===== src/rtl/vga_frame_reader_640x480.sv =====
// VGA 640x480 scan engine reading a 320x240 24-bit frame buffer with 2x
// pixel/line replication. The counters and their decoded flags form stage 0.
// The address and flags are registered in stage 1. Buffer data arrives in
// stage 2. RGB, sync and blank are registered onto the pins in stage 3, so
// the syncs stay aligned with the pixels they frame.
module vga_frame_reader_640x480 #(
    parameter int H_VISIBLE = 640,
    parameter int H_FRONT   = 16,
    parameter int H_SYNC    = 96,
    parameter int H_BACK    = 48,
    parameter int V_VISIBLE = 480,
    parameter int V_FRONT   = 10,
    parameter int V_SYNC    = 2,
    parameter int V_BACK    = 33
) (
    input  logic        piul1Clock,
    input  logic        piul1Reset,
    input  logic        piul1Enable,
    output logic [16:0] poul17ReadAddress,
    input  logic [23:0] piul24ReadData,
    output logic [7:0]  poul8Red,
    output logic [7:0]  poul8Green,
    output logic [7:0]  poul8Blue,
    output logic        poul1HSync_n,
    output logic        poul1VSync_n,
    output logic        poul1Blank_n,
    output logic        poul1Sync_n,
    output logic        poul1FrameStart
);

    localparam int H_TOTAL = H_VISIBLE + H_FRONT + H_SYNC + H_BACK;
    localparam int V_TOTAL = V_VISIBLE + V_FRONT + V_SYNC + V_BACK;

    localparam logic [9:0] H_LAST    = 10'(H_TOTAL - 1);
    localparam logic [9:0] V_LAST    = 10'(V_TOTAL - 1);
    localparam logic [9:0] H_VIS_END = 10'(H_VISIBLE);
    localparam logic [9:0] V_VIS_END = 10'(V_VISIBLE);
    localparam logic [9:0] HS_FIRST  = 10'(H_VISIBLE + H_FRONT);
    localparam logic [9:0] HS_LAST   = 10'(H_VISIBLE + H_FRONT + H_SYNC - 1);
    localparam logic [9:0] VS_FIRST  = 10'(V_VISIBLE + V_FRONT);
    localparam logic [9:0] VS_LAST   = 10'(V_VISIBLE + V_FRONT + V_SYNC - 1);

    // Stage 0: scan counters and decoded flags
    logic [9:0]  h_cnt_r;
    logic [9:0]  v_cnt_r;
    logic        visible_s;
    logic        hsync_s;
    logic        vsync_s;
    logic        frame_start_s;
    logic [8:0]  src_x_s;
    logic [8:0]  src_y_s;
    logic [16:0] addr_s;

    // Stage 1: registered address and flags
    logic [16:0] addr_r;
    logic        visible1_r;
    logic        hsync1_r;
    logic        vsync1_r;
    logic        frame_start1_r;
    logic        enable1_r;

    // Stage 2: flags waiting for the buffer data
    logic        visible2_r;
    logic        hsync2_r;
    logic        vsync2_r;
    logic        frame_start2_r;
    logic        enable2_r;

    // Stage 3: pin registers
    logic [23:0] rgb_r;
    logic        hsync_n_r;
    logic        vsync_n_r;
    logic        blank_n_r;
    logic        frame_start_r;

    // Scan position: h wraps at end of line and advances v, v wraps at end of frame
    always_ff @(posedge piul1Clock) begin
        if (piul1Reset) begin
            h_cnt_r <= 10'd0;
            v_cnt_r <= 10'd0;
        end else if (h_cnt_r == H_LAST) begin
            h_cnt_r <= 10'd0;
            if (v_cnt_r == V_LAST) begin
                v_cnt_r <= 10'd0;
            end else begin
                v_cnt_r <= v_cnt_r + 10'd1;
            end
        end else begin
            h_cnt_r <= h_cnt_r + 10'd1;
        end
    end

    // Decode the region flags and the replicated source address from the counters
    always_comb begin
        visible_s     = (h_cnt_r < H_VIS_END) && (v_cnt_r < V_VIS_END);
        hsync_s       = (h_cnt_r >= HS_FIRST) && (h_cnt_r <= HS_LAST);
        vsync_s       = (v_cnt_r >= VS_FIRST) && (v_cnt_r <= VS_LAST);
        frame_start_s = (h_cnt_r == 10'd0) && (v_cnt_r == 10'd0);
        src_x_s       = h_cnt_r[9:1];
        src_y_s       = v_cnt_r[9:1];
        if (visible_s) begin
            // y*320 + x as y*256 + y*64 + x, shift-and-add only
            addr_s = {src_y_s, 8'h00} + {2'b00, src_y_s, 6'h00} + {8'h00, src_x_s};
        end else begin
            addr_s = 17'd0;
        end
    end

    // Stages 1 and 2: register the address and carry the flags alongside the buffer latency
    always_ff @(posedge piul1Clock) begin
        if (piul1Reset) begin
            addr_r         <= 17'd0;
            visible1_r     <= 1'b0;
            hsync1_r       <= 1'b0;
            vsync1_r       <= 1'b0;
            frame_start1_r <= 1'b0;
            enable1_r      <= 1'b0;
            visible2_r     <= 1'b0;
            hsync2_r       <= 1'b0;
            vsync2_r       <= 1'b0;
            frame_start2_r <= 1'b0;
            enable2_r      <= 1'b0;
        end else begin
            addr_r         <= addr_s;
            visible1_r     <= visible_s;
            hsync1_r       <= hsync_s;
            vsync1_r       <= vsync_s;
            frame_start1_r <= frame_start_s;
            enable1_r      <= piul1Enable;
            visible2_r     <= visible1_r;
            hsync2_r       <= hsync1_r;
            vsync2_r       <= vsync1_r;
            frame_start2_r <= frame_start1_r;
            enable2_r      <= enable1_r;
        end
    end

    // Stage 3: capture buffer data (or black) and drive sync/blank from the delayed flags
    always_ff @(posedge piul1Clock) begin
        if (piul1Reset) begin
            rgb_r         <= 24'd0;
            hsync_n_r     <= 1'b1;
            vsync_n_r     <= 1'b1;
            blank_n_r     <= 1'b0;
            frame_start_r <= 1'b0;
        end else begin
            if (visible2_r && enable2_r) begin
                rgb_r <= piul24ReadData;
            end else begin
                rgb_r <= 24'd0;
            end
            hsync_n_r     <= ~hsync2_r;
            vsync_n_r     <= ~vsync2_r;
            blank_n_r     <= visible2_r;
            frame_start_r <= frame_start2_r;
        end
    end

    assign poul17ReadAddress = addr_r;
    assign poul8Red          = rgb_r[23:16];
    assign poul8Green        = rgb_r[15:8];
    assign poul8Blue         = rgb_r[7:0];
    assign poul1HSync_n      = hsync_n_r;
    assign poul1VSync_n      = vsync_n_r;
    assign poul1Blank_n      = blank_n_r;
    assign poul1FrameStart   = frame_start_r;
    // No sync-on-green: the DAC composite sync input is held inactive at all times
    assign poul1Sync_n       = 1'b1;

endmodule


===== config.mk =====
export PLATFORM = sky130hd
export DESIGN_NAME = vga_frame_reader_640x480
export DESIGN_NICKNAME = d
export VERILOG_FILES = /design/src/rtl/vga_frame_reader_640x480.sv
export SDC_FILE = /design/constraint.sdc
export NUM_CORES = 1
export LEC_CHECK = 0
export CAP_MARGIN = 20
export CORE_AREA = 2 2 79 81
export DETAILED_ROUTE_END_ITERATION = 16
export DIE_AREA = 0 0 81 83
export PLACE_DENSITY = 0.94
export SETUP_SLACK_MARGIN = 0.15
export SLEW_MARGIN = 20
export SYNTH_ARGS = -nofsm -noshare
export SYNTH_HDL_FRONTEND = slang
export SYNTH_SLANG_ARGS = --single-unit

===== constraint.sdc =====
create_clock -name piul1Clock -period 6.25 [get_ports piul1Clock]
set_input_delay 1.5625 -clock piul1Clock [delete_from_list [all_inputs] [get_ports piul1Clock]]
set_output_delay 1.5625 -clock piul1Clock [all_outputs]
set_load 0.02 [all_outputs]

==> results of run 1 <==
==> registers in the layout (all words and copies together), names as in the netlist, 10 cells and up <==
name               count
h_cnt_r               10
rgb_r                 24
v_cnt_r               10
poul17ReadAddress     17
==> logic make-up (layout without fill, tap and decap cells) <==
family | Yosys count | after routing
simple gates | 129 | 129
flops | 75 | 75
fa+ha+maj | 23 | 23
buf+inv | 29 | 102
other cells | 1 | 1
xor+xnor | 14 | 14
mux | 3 | 3
compound gates | 33 | 33
==> how the worst min path moves through the flow <==
stage              from           end  slack [ns]  cells past startpoint
2_1_floorplan  hsync2_r  poul1HSync_n        0.36                      1
3_3_place_gp   vsync2_r  poul1VSync_n        0.36                      1
3_5_place_dp   vsync2_r  poul1VSync_n        0.37                      1
4_1_cts        vsync2_r  poul1VSync_n        0.38                      1
5_1_grt        vsync2_r  poul1VSync_n        0.39                      1
6_report       vsync2_r  poul1VSync_n        0.38                      1
==> power by group <==
| group | switching, uW | internal, uW | total, uW | leakage, uW |
|---|---|---|---|---|
| clock network | 170 | 275 | 445 | 0.000120 |
| logic | 17.5 | 23.3 | 40.8 | 0.00101 |
| registers | 4.10 | 484 | 488 | 0.000607 |
==> placed cells by master, fill, tap and decap left out, drive strengths merged, types with 2 or more instances in the layout <==
cell type      Yosys  layout
a211oi             2       2
a21o               3       3
a21oi             11      11
and2               8       8
and3              29      29
bufinv             0       3
clkbuf             8      11
clkdlybuf4s50      0      71
dfxtp             75      75
fa                 2       2
ha                21      21
inv               16      16
mux2i              3       3
nand2             12      12
nand2b             6       6
nand3             12      12
nand4              5       5
nand4b             2       2
nor2              23      23
nor2b              9       9
nor3               8       8
nor4               3       3
o21ai             10      10
o21bai             2       2
o31ai              3       3
or3                4       4
or4                4       4
xnor2              9       9
xor2               5       5
==> metrics by stage <==
step                utilization [%]  setup slack [ns]  area (sq um)  power [uW]
finish                        68.55             3.014          3986       973.6
global route                  68.55             2.801          3986       999.1
CTS                           68.50             2.910          3984       977.5
detailed placement            64.37             2.566          3744       539.2
global placement              64.37             2.700          3744       538.2
floorplan                         -             3.782          3003       514.7
==> layer usage <==
| metal | wire length, um | vias to the layer above | GRT usage, % | part of all wire (%) |
|---|---|---|---|---|
| met3 | 632 | 9 | 6.739 | 9.7 |
| met2 | 3091 | 94 | 34.79 | 48 |
| met4 | 89 | 0 | 6.934 | 1.4 |
| li1 | - | 1195 | - | - |
| met1 | 2676 | 1151 | 23.39 | 41 |
| met5 | 0 | - | 0 | 0 |
==> worst register-to-register path, stage by stage (launching register included) <==
cell and delay [ns]:
dfxtp_1 0.47, inv_1 0.15, fa_1 0.52, inv_1 0.07, fa_1 0.48, a211oi_1 0.29
nor2_1 0.12, a221oi_1 0.35, mux2i_1 0.22
==> area by class of cell <==
class                   count  area (sq um)
fillers                   417          1829
flip-flops and latches     75          1501
multi-input cells         203          1380
repair buffers             71         710.7
clock buffers              11         141.4
clock inverters             4         98.84
well taps                  75         93.84
inverters                  16         60.06
==> qor.yml, run 1 <==
crit_path_end: "poul17ReadAddress[15]"
path_clk_slew_ns: 0.07
reg2reg_to: "poul17ReadAddress[15]"
io_buffers: 71
core-area_sq_um: 5816
rows: 28
cts_tree: "built"
routedWlPerCell_um: 14.26
worstSetupStartpointType: "input port"
grt_pass1_vias: 2408
synth_seq_area_share_pct: 50.00
cp_top_family: "buffers and inverters"
synth_fa_ha_area_share_pct: 10.08
yosys_warnings: 0
via_per_inst: 5.382
synthToLayoutAreaGrowth_pct: 32.75
synth_top_flop_cell: "dfxtp_1"
maxSlewHeadroom_pct: 51.07
hold_class: "reg2reg"
worst-path-buf-inv: 2
cp_data_arrival_time_ns: 3.51
yosysTopAreaCellShare_pct: 50.00
synth-simple-area-share_pct: 23.88
status: "complete, no violations"
synth_top_family_by_area: "simple AND/OR/NAND/NOR gates"
fin_skew_ns: 0.005910
nets: 426
die_w_um: 81
stdcell_count: 455
fin_crit_sh_pct: 51.77
slowest_delay_ns: 0.72
yosys.cell_count.top_type: "dfxtp_1"
gp_congestion: 0.9089
cts_buffers: 9
synth.area.mux_share_pct: 1.000
clk_latency_ns: 0.34
period_needed_ns: 3.236
drt-initial-drc-count: 149
rrSetupSlack_ns: 3.51
tns_ns: 0
grt_pass1_wl_mm: 10.70
synth_edf_count: 0
timing.rr.start: "v_cnt_r[1]"
drive_above_1_share_pct: 4.737
synthesis.nets: 357
htreeDepth: 3
timing.hold.ws_ns: 0.3819
synth_cell_type_count: 38
avgSynthCellArea_sq_um: 9.781
worstRegToRegCells: 8
postCtsHoldBufs: 0
initial_core_util_pct: 51.64
ios: 73
grt_max_degree: 26
cts_setup_buffers: 0
drv_slew: 0
syn_inst: 307
overflow: 0
powerDensity_nw_per_um2: 244.2
synth.area.top_cells: "dfxtp_1 50%, ha_1 8.8%, and3_1 6.0%"
startpoint: "piul1Reset"
dp.cells: 440
required_ns: 6.53
dr.pass1.iters: 4
track_usage_pct: 20.33
worstSetupPathDepth: 6
detail-route-antenna-nets: 0
drc: 0
end_kind: "flop"
wl_mm: 6.490
dp.final_hpwl_mm: 4.728
fmaxAchievable_mhz: 309.0
cap_violations: 0
ctsLongestPathBuffers: 2
cts_resized: 0
async_flop_share_pct: 0
synth_compound_area_share_pct: 6.708
crit_type: "in2reg"
setup_viol: 0
cp_max_fo: 18
crit_chain: "clkdlybuf4s50_1 > nor2_1 > nand3_1 > inv_1 > nand2_1 > mux2i_1"
cts-root-buf: "clkbuf_8"
p_leak_uw: 0.001738
peakVddDrop_mv: 0.1339
grt_setup_unrepaired: "no"
cp_slowest_cell: "clkdlybuf4s50_1"
die_area_sq_um: 6723
synth_top_area_cell: "dfxtp_1"
synth-xor-area-share_pct: 4.083
clkSinkCount: 75
grt_antenna_before_repair: 0
ys_ff_latch: 75
tightest_slew_ns: 0.7306
diodes: 0
vias: 2449
die-height_um: 83
yosys-top-cells-count: "75 x dfxtp_1, 29 x and3_1, 23 x nor2_1"
synth_area_sq_um: 3003
finalHoldViolCount: 0
Power figures use the tool's default switching activity.
==> run 2, diff against run 1 <==
--- a/config.mk
+++ b/config.mk
@@ -6,10 +6,10 @@
 export NUM_CORES = 1
 export LEC_CHECK = 0
 export CAP_MARGIN = 20
-export CORE_AREA = 2 2 79 81
+export CORE_AREA = 2 2 82 84
 export DETAILED_ROUTE_END_ITERATION = 16
-export DIE_AREA = 0 0 81 83
-export PLACE_DENSITY = 0.94
+export DIE_AREA = 0 0 84 86
+export PLACE_DENSITY = 0.89
 export SETUP_SLACK_MARGIN = 0.15
 export SLEW_MARGIN = 20
 export SYNTH_ARGS = -nofsm -noshare
==> constraint.sdc (replaced) <==
create_clock -name piul1Clock -period 3.3 [get_ports piul1Clock]
set_input_delay 0.825 -clock piul1Clock [delete_from_list [all_inputs] [get_ports piul1Clock]]
set_output_delay 0.825 -clock piul1Clock [all_outputs]
set_load 0.02 [all_outputs]
==> run 2 against run 1 <==
Against the previous run: combinational power rose by 95%; design area down 0.56%; total power is 78% higher; register-to-register slack got worse by 3.0 ns; first-iteration DRC count rose by 2.7%; via count increased by 0.57%.
==> qor.yml, run 2 (synthesis gave the netlist of run 1 again) <==
path_clk_slew_ns: 0.09  # was 0.07 ns
cap_violations: 0  # unchanged
timing.rr.start: "v_cnt_r[1]"  # unchanged
drv_slew: 0  # unchanged
status: "complete, no violations"  # unchanged
fin_ws_ns: 0.5063  # was 3.014 ns
reg2reg_to: "poul17ReadAddress[15]"  # unchanged
via_per_inst: 5.366  # was 5.382
cts-root-buf: "clkbuf_8"  # unchanged
postCtsHoldBufs: 0  # unchanged
diodes: 0  # unchanged
clkSinkCount: 75  # unchanged
p_leak_uw: 0.001726  # was 0.001738 uW
synthToLayoutAreaGrowth_pct: 32.00  # was 32.75%
dp.final_hpwl_mm: 4.526  # was 4.728 mm
core-area_sq_um: 6277  # was 5816 sq um
hold_class: "reg2reg"  # unchanged
clk_latency_ns: 0.36  # was 0.34 ns
drt-initial-drc-count: 153  # was 149
startpoint: "v_cnt_r[1]"  # was piul1Reset
peakVddDrop_mv: 0.3494  # was 0.1339 mV
powerDensity_nw_per_um2: 438.0  # was 244.2 nW/um^2
layout_commonest_cell: "dfxtp_1"  # unchanged
final_cell_mix: "75 x dfxtp_1, 71 x clkdlybuf4s50_1, 29 x and3_1"  # unchanged
cts_setup_buffers: 0  # unchanged
routedWlPerCell_um: 14.68  # was 14.26 um
tns_ns: 0  # unchanged
gp_congestion: 0.8002  # was 0.9089
maxSlewHeadroom_pct: 51.62  # was 51.07%
cts_resized: 0  # unchanged
drive_above_1_share_pct: 5.497  # was 4.737%
end_kind: "flop"  # unchanged
cp_data_arrival_time_ns: 3.08  # was 3.51 ns
nets: 427  # was 426
die_w_um: 84  # was 81 um
initial_core_util_pct: 47.84  # was 51.64%
multiInputGateArea_sq_um: 1380  # unchanged
crit_path_end: "poul17ReadAddress[15]"  # unchanged
track_usage_pct: 19.48  # was 20.33%
finalHoldViolCount: 0  # unchanged
ctsLongestPathBuffers: 2  # unchanged
largest_register_ffs: 24  # unchanged
required_ns: 3.59  # was 6.53 ns
rows: 29  # was 28
grt_max_degree: 26  # unchanged
io_buffers: 71  # unchanged
place_ws_ns: 0.4571  # was 2.566 ns
cts_buffers: 9  # unchanged
seq_area_sq_um: 1501  # unchanged
wl_mm: 6.739  # was 6.490 mm
grt_setup_unrepaired: "no"  # unchanged
rrSetupSlack_ns: 0.51  # was 3.51 ns
grt_antenna_before_repair: 0  # unchanged
fin_skew_ns: 0.01042  # was 0.005910 ns
fillCellCount: 459  # was 417
top_register: "rgb_r"  # unchanged
die-height_um: 86  # was 83 um
timing.hold.ws_ns: 0.3946  # was 0.3819 ns
worstRegToRegCells: 8  # unchanged
period_needed_ns: 2.794
fin_crit_sh_pct: 84.66
setup_viol: 0  # unchanged
cts_tree: "built"  # unchanged
grt_pass1_wl_mm: 10.96  # was 10.70 mm
drc: 0  # unchanged
dr.pass1.iters: 5  # was 4
cp_max_fo: 7  # was 18
vias: 2463  # was 2449
ios: 73  # unchanged
crit_type: "reg2reg"  # was in2reg
grt_pass1_vias: 2293  # was 2408
detail-route-antenna-nets: 0  # unchanged
htreeDepth: 3  # unchanged
die_area_sq_um: 7224  # was 6723 sq um
tightest_slew_ns: 0.7225  # was 0.7306 ns
overflow: 0  # unchanged
worstSetupStartpointType: "flop"  # was input port
fmaxAchievable_mhz: 357.9
==> run 2: cell count changes in the layout (fill, tap and decap cells not counted), sizes merged <==
cell and change:
inv +3, bufinv -2, clkbuf -2, buf +1
clkinv +1, clkinvlp +1
==> run 2: layout make-up <==
| class | instances | share of cell area (%) |
|---|---|---|
| clock inverters | 7 | 2.115 |
| flip-flops and latches | 75 | 37.88 |
| clock buffers | 9 | 3.125 |
| multi-input cells | 203 | 34.82 |
| repair buffers | 72 | 18.12 |
| inverters | 16 | 1.515 |
| well taps | 77 | 2.431 |
==> run 2: per-stage QoR <==
step                      cell area (sq um)  utilization, %  cells  total power [uW]
after floorplan                        3003               -    307             974.7
after global placement                 3754           59.80    443              1021
after detailed placement               3754           59.80    443              1022
after CTS                              3961           63.11    459              1746
after global routing                   3964           63.15    459              1796
final                                  3964           63.15    459              1736
==> run 2: how the worst min path moves through the flow <==
stage                         from  cells after the start           end
final                     hsync2_r                      1  poul1HSync_n
after global routing      hsync2_r                      1  poul1HSync_n
after CTS                 hsync2_r                      1  poul1HSync_n
after detailed placement  hsync2_r                      1  poul1HSync_n
after global placement    vsync2_r                      1  poul1VSync_n
after floorplan           hsync2_r                      1  poul1HSync_n
==> run 2: power by group <==
part	internal [uW]	leakage, uW	switching (uW)	total (uW)
combinational	45.1	0.00102	34.6	79.7
clock	362	0.000102	371	733
sequential	916	0.000607	8.30	924
==> run 2: critical path, cell delays in order, from the launching register on <==
cell,delay [ns]
dfxtp_1,0.48
inv_1,0.15
fa_1,0.52
inv_1,0.06
fa_1,0.48
a211oi_1,0.33
nor2_1,0.12
a221oi_1,0.38
mux2i_1,0.22
==> run 2: layer usage <==
metal | global-route usage (%) | share of wire [%] | vias up
met3 | 4.524 | 6.7 | 11
met1 | 23.74 | 43 | 1150
met5 | 0 | 0 | -
li1 | - | - | 1199
met4 | 10.85 | 2.0 | 0
met2 | 31.93 | 48 | 103
